**src/rtl/booth_multiplier_seq.sv**
```systemverilog
// Sequential radix-2 Booth multiplier: WIDTH+1 Booth steps over operands extended by one bit,
// giving an exact 2*WIDTH-bit product in both signed and unsigned modes.
module booth_multiplier_seq #(
    parameter int unsigned WIDTH = 8
) (
    input  logic                 clock,
    input  logic                 reset,
    input  logic                 start,
    input  logic                 signed_mode,
    input  logic [WIDTH-1:0]     multiplicand,
    input  logic [WIDTH-1:0]     multiplier,
    output logic                 busy,
    output logic                 done,
    output logic [2*WIDTH-1:0]   product
);

    localparam int unsigned CW = $clog2(WIDTH + 2);
    localparam logic [CW-1:0] STEPS = CW'(WIDTH + 1);

    localparam logic [1:0] IDLE = 2'd0;
    localparam logic [1:0] RUN  = 2'd1;
    localparam logic [1:0] DONE = 2'd2;

    logic [1:0]       state;
    logic [WIDTH:0]   m_ext;
    logic [WIDTH:0]   q_reg;
    logic             q_m1;
    logic [WIDTH+1:0] a;
    logic [CW-1:0]    count;

    logic [WIDTH+1:0]   m_sxt;
    logic [WIDTH+1:0]   a_sum;
    logic [2*WIDTH+4:0] cat;
    logic [WIDTH+1:0]   a_step;
    logic [WIDTH:0]     q_step;
    logic               qm1_step;
    logic               mc_ext_bit;
    logic               mp_ext_bit;

    always_comb begin
        m_sxt = {m_ext[WIDTH], m_ext};
        case ({q_reg[0], q_m1})
            2'b01:   a_sum = a + m_sxt;
            2'b10:   a_sum = a - m_sxt;
            default: a_sum = a;
        endcase
        // Arithmetic right shift of {A, Q, Q-1} with A's MSB replicated.
        cat      = {a_sum[WIDTH+1], a_sum, q_reg, q_m1};
        a_step   = cat[2*WIDTH+4:WIDTH+3];
        q_step   = cat[WIDTH+2:2];
        qm1_step = cat[1];
    end

    assign mc_ext_bit = signed_mode & multiplicand[WIDTH-1];
    assign mp_ext_bit = signed_mode & multiplier[WIDTH-1];

    assign busy = (state == RUN);
    assign done = (state == DONE);

    always_ff @(posedge clock or posedge reset) begin
        if (reset) begin
            state   <= IDLE;
            m_ext   <= '0;
            q_reg   <= '0;
            q_m1    <= 1'b0;
            a       <= '0;
            count   <= '0;
            product <= '0;
        end else begin
            case (state)
                IDLE, DONE: begin
                    if (start) begin
                        state <= RUN;
                        m_ext <= {mc_ext_bit, multiplicand};
                        q_reg <= {mp_ext_bit, multiplier};
                        q_m1  <= 1'b0;
                        a     <= '0;
                        count <= STEPS;
                    end else begin
                        state <= IDLE;
                    end
                end
                RUN: begin
                    a     <= a_step;
                    q_reg <= q_step;
                    q_m1  <= qm1_step;
                    count <= count - CW'(1);
                    if (count == CW'(1)) begin
                        state   <= DONE;
                        product <= {a_step[WIDTH-2:0], q_step};
                    end
                end
                default: state <= IDLE;
            endcase
        end
    end

endmodule

```
**config.mk**
```make
export PLATFORM = sky130hd
export DESIGN_NAME = booth_multiplier_seq
export DESIGN_NICKNAME = d
export VERILOG_FILES = /design/src/rtl/booth_multiplier_seq.sv
export SDC_FILE = /design/constraint.sdc
export NUM_CORES = 1
export LEC_CHECK = 0
export CORE_ASPECT_RATIO = 1.2
export CORE_MARGIN = 3
export CORE_UTILIZATION = 45
export CTS_BUF_LIST = sky130_fd_sc_hd__clkbuf_4
export DETAILED_ROUTE_END_ITERATION = 10
export DONT_BUFFER_PORTS = 1
export PLACE_DENSITY = 0.65
export REMOVE_ABC_BUFFERS = 1
export SLEW_MARGIN = 10
export SYNTH_ARGS = -nofsm -noshare
export SYNTH_HDL_FRONTEND = slang
export SYNTH_SLANG_ARGS = --single-unit
```
**constraint.sdc**
```tcl
create_clock -name clock -period 5.6 [get_ports clock]
set_input_delay 0.56 -clock clock [delete_from_list [all_inputs] [get_ports clock]]
set_output_delay 0.56 -clock clock [all_outputs]
set_load 0.01 [all_outputs]
```
==> run metrics, run 1 <==
status=finished clean; buffers inserted by post-CTS timing repair=0; Max Clk Rate=365 MHz; multi-input combinational cell area=1290 µm²; final period utilization=0.490; area grow syn2layout=4.75%; initial antenna violation count=0; Post-synth EDFFs=0; clk_lat worst skew=0.38 ns; global-route wire length before repair=9.58 mm; Worst Path Buf+Inv=2; most common cell after layout, fill and taps aside=nand2_1; Slew Viols, Final=0; TritonCTS Buffers=5; CTS Hold Buffers Added=0; Clock Tree Buf Depth=2; Die Y=89.8 µm; nets=323; max_cap viols=0; Vias/cell=5.35; root buffer cell=clkbuf_4; Setup-failing EPs final=0; GPL Wtd Cong=0.863; Storage cell area=1250 µm²; Place WS=2.85 ns; DR iter-0 viols=83; Crit path max-delay family=compound AO/OA/AOI/OAI gates; GR Util All Layers=0.179; Pre-antenna DRT Iters=4; Final Hold Vio Count=0; gr ovfl total=0; H-tree Lvls=2; number of global-route vias before repair=2040; WL/cell=15.0 µm; CP Capture Type=register; Hold WS=0.258 ns; via count=1963; final wirelength=5.52 mm; Mapped Cells=292; dpl hpwl=3.97 mm; critical path's slowest cell=dfrtp_1; top cell type's share of synthesized area=0.475; critical path data required time=5.84 ns; unrepaired setup endpoints after global routing=no; initial core utilization=0.481; CP peak stage delay=0.40 ns; CP Cell Sequence=inv_1, ha_1, mux2_2, inv_1, ha_1, nor2b_4, o31ai_4, a211oi_2, or3_1, a31oi_1, o21ai_1; headroom to the max-slew limit=0.340; fraction of layout cells with a size suffix above 1=0.0724; Post-synth ARST share=1.00; antenna cells=0; fill count=530; DIE WIDTH=75.9 µm; Ys Warns=0; CP Class=reg2reg; Site Rows=29; Most used DFF post-synth=dfrtp_1; largest cells by area after synthesis=dfrtp_1 (47%), nand2_1 (11%), ha_1 (6.2%), o21ai_1 (3.0%), xnor2_1 (3.0%); DRC viols=0; Core ar.=5480 µm²; Buffers on Ports=0; Yosys reg bits=50; post-synthesis sequential area ratio=0.475; Detail Route Antenna Nets=0; CTS tree=built; # clock sinks=50; Synth area leader=dfrtp_1; Die ar.=6820 µm²; Post-CTS Resized=0; largest net degree at the start of global routing=51; post-layout worst setup margin=2.86 ns; Tightest Pin Transition=0.988 ns; synthesized cell area=2640 µm²; Max FO, Critical Path=10; clock skew=0.0187 ns; post-route core utilization=0.504; crit start category=register; number of top-level pins=38; Worst-path clk slew=0.16 ns; Biggest register=product; Unique masters post-synth=41; setup TNS=0 ns; syn_area_per_cell=9.03 µm²; crit path DAT=2.98 ns; most frequent cells in the layout=nand2_1 (78), dfrtp_1 (50), nor2_1 (16), o21ai_1 (16), ha_1 (13); Min Clock Period, post-route=2.74 ns; Largest register FFs=16; HP Class=in2async
## kinds of logic after synthesis
| logic type | Yosys count | share of synthesized area |
|---|---|---|
| XOR/XNOR | 12 | 0.0399 |
| adder cells (fa/ha/maj) | 14 | 0.0693 |
| flip-flops | 50 | 0.475 |
| multiplexers | 5 | 0.0199 |
| AND/OR/NAND/NOR | 125 | 0.207 |
| buffers and inverters | 25 | 0.0361 |
| AO/OA/AOI/OAI | 61 | 0.153 |
## cell usage after synthesis, types with 2 or more instances
master and instances:
a211oi_1 2, a21oi_1 9, a22o_1 2, a22oi_1 8, a31oi_1 4, a32oi_1 2, and2_1 3, clkbuf_1 10
dfrtp_1 50, ha_1 13, inv_1 10, inv_2 2, mux2_2 2, mux2i_1 3, nand2_1 78, nand2b_1 3
nand3_1 8, nor2_1 16, nor2b_1 4, nor3_1 7, nor4_1 2, o21a_1 2, o21ai_0 9, o21ai_1 16
xnor2_1 9, xor2_1 3
## cell type report
class / instances / share of cell area
repair buffers: 2 / 0.00544
multi-input cells: 217 / 0.467
clock inverters: 3 / 0.00816
flip-flops and latches: 50 / 0.453
inverters: 13 / 0.0177
well taps: 77 / 0.0349
clock buffers: 5 / 0.0136
## final timing paths
kind	depth (start not counted)	slack, ns	from	endpoint
setup / recovery	11	2.86	q_m1	product[15]
hold / removal	1	0.26	reset	count[2]
setup reg to reg	11	2.86	q_m1	product[15]
hold reg to reg	1	0.51	count[3]	count[3]
max in group asynchronous	1	4.70	reset	m_ext[4]
min in group clock	2	0.28	multiplicand[5]	m_ext[5]
## worst reg2reg max path, stage by stage (launching register included)
cell and delay, ns:
dfrtp_1 0.40, inv_1 0.05, ha_1 0.33, mux2_2 0.41, inv_1 0.06, ha_1 0.21, nor2b_4 0.14, o31ai_4 0.25
a211oi_2 0.12, or3_1 0.35, a31oi_1 0.22, o21ai_1 0.08
## through the flow
step,area (µm²),cells
floorplan,2590,280
global placement,2700,359
detailed placement,2700,359
CTS,2760,367
global route,2760,367
finish,2760,367
## per-layer routing
metal  wire (µm)  vias to the layer above  track usage
met4          79                        0       0.0466
met3         343                        8       0.0547
met1        2420                      929        0.235
met2        2680                       38        0.284
met5           0                        -            0
li1            -                      988            -
Power of run 1 is left out: the tool's default activity adds up to more than one toggle a clock period on the data nets, which glitch-free logic cannot reach.
==> run 2, diff against run 1 <==
==> constraint.sdc (replaced) <==
create_clock -name clock -period 2.8 [get_ports clock]
set_input_delay 0.28 -clock clock [delete_from_list [all_inputs] [get_ports clock]]
set_output_delay 0.28 -clock clock [all_outputs]
set_load 0.01 [all_outputs]
==> run 2 against run 1 <==
- worst hold slack worse by 0.24 ns
- wire length up 4.3%
- via count grew 4.5%
- critical endpoint is now a[7]
- critical path type unchanged
- global-route usage rose by 0.40 points
- first-iteration DRC count fell by 24%
==> run metrics, run 2 (synthesized netlist as in run 1, its figures left out) <==
fill count=529; Detail Route Antenna Nets=0; CP peak stage delay=0.43 ns; Final Hold Vio Count=0; global-route wire length before repair=9.74 mm; CP Capture Type=register; Largest register FFs=16; Die ar.=6820 µm²; status=finished clean; dpl hpwl=4.04 mm; crit start category=register; Pre-antenna DRT Iters=4; final wirelength=5.76 mm; fin cells=381; most frequent cells in the layout=nand2_1 (78), dfrtp_1 (50), o21ai_1 (16); fraction of layout cells with a size suffix above 1=0.0921; via count=2052; CTS tree=built; Max FO, Critical Path=9; Min Clock Period, post-route=2.63 ns; Slew Viols, Final=0; CP Class=reg2reg; GPL Wtd Cong=0.809; WL/cell=15.1 µm; Die Y=89.8 µm; area grow syn2layout=9.92%; initial antenna violation count=0; Core ar.=5480 µm²; # clock sinks=50; most common cell after layout, fill and taps aside=nand2_1; Worst-path clk slew=0.15 ns; Max Clk Rate=380 MHz; Setup-failing EPs final=0; Tightest Pin Transition=1.24 ns; Buffers on Ports=0; DRC viols=0; headroom to the max-slew limit=0.170; max_cap viols=0; number of top-level pins=38; antenna cells=0; Biggest register=product; GR Util All Layers=0.183; crit path DAT=2.89 ns; nets=337; initial core utilization=0.481; Vias/cell=5.39; Site Rows=29; multi-input combinational cell area=1300 µm²; root buffer cell=clkbuf_4; final period utilization=0.941; Clock Tree Buf Depth=2; clock skew=0.0109 ns; gr ovfl total=0; DR iter-0 viols=63; H-tree Lvls=2; clk_lat worst skew=0.36 ns; placed cells=361; critical path's slowest cell=dfrtp_1; critical path data required time=3.06 ns; DIE WIDTH=75.9 µm; Storage cell area=1250 µm²; TritonCTS Buffers=5; largest net degree at the start of global routing=51; number of global-route vias before repair=2059; CP Cell Sequence=ha_2, buf_6, nor2_2, xnor2_1, ha_1, nor2b_2, o31a_1, o21a_1, o41ai_2, xor2_1, o21ai_1; HP Class=in2async
run 2: path summary, 6_finish.rpt:
kind | startpoint | slack [ns] | cells after the start | to
setup / recovery | q_reg[0] | 0.17 | 11 | a[7]
hold / removal | reset | 0.02 | 1 | product[2]
setup reg to reg | q_reg[0] | 0.17 | 11 | a[7]
hold reg to reg | count[3] | 0.51 | 1 | count[3]
max in group asynchronous | reset | 2.16 | 1 | a[5]
min in group clock | multiplier[1] | 0.03 | 2 | q_reg[1]
run 2: what timing repair did:
| action | 4_1_cts | 5_1_grt |
|---|---|---|
| gates resized for setup | 0 | 4 |
| hold buffers | 8 | 1 |
| hold endpoints to repair | 9 | 1 |
| buffers inserted | 0 | 3 |
| setup endpoints to repair | 0 | 4 |
run 2: per-layer routing:
| metal | routed length (µm) | vias to the layer above | GRT usage |
|---|---|---|---|
| li1 | - | 1012 | - |
| met1 | 2590 | 993 | 0.237 |
| met2 | 2820 | 43 | 0.297 |
| met3 | 272 | 4 | 0.0446 |
| met4 | 72 | 0 | 0.0525 |
| met5 | 0 | - | 0 |
run 2: critical path, delay by kind of cell, from the launching register on:
kind	cells	cell delay, ns
buffers and inverters	1	0.13
flip-flops	1	0.43
AND/OR/NAND/NOR	2	0.29
adder cells (fa/ha/maj)	2	0.50
AO/OA/AOI/OAI	4	0.85
XOR/XNOR	2	0.32
run 2: area by class of cell:
type,instances,share of cell area
clock inverter,3,0.00691
tap,77,0.0332
timing repair buffer,16,0.0505
sequential,50,0.432
inverter,13,0.0168
multi-input combinational,217,0.448
clock buffer,5,0.0130
run 2: metrics by stage:
step,util,instance area (µm²),hold WS [ns],setup slack [ns],setup TNS (ns)
floorplan,-,2590,0.385,0.256,0
global placement,0.496,2720,0.389,0.257,0
detailed placement,0.496,2720,0.392,0.156,0
CTS,0.521,2850,0.00463,0.124,0
global route,0.529,2900,0.000361,-0.00821,-0.00821
finish,0.529,2900,0.0180,0.166,0
Power of run 2 is left out for the same reason.
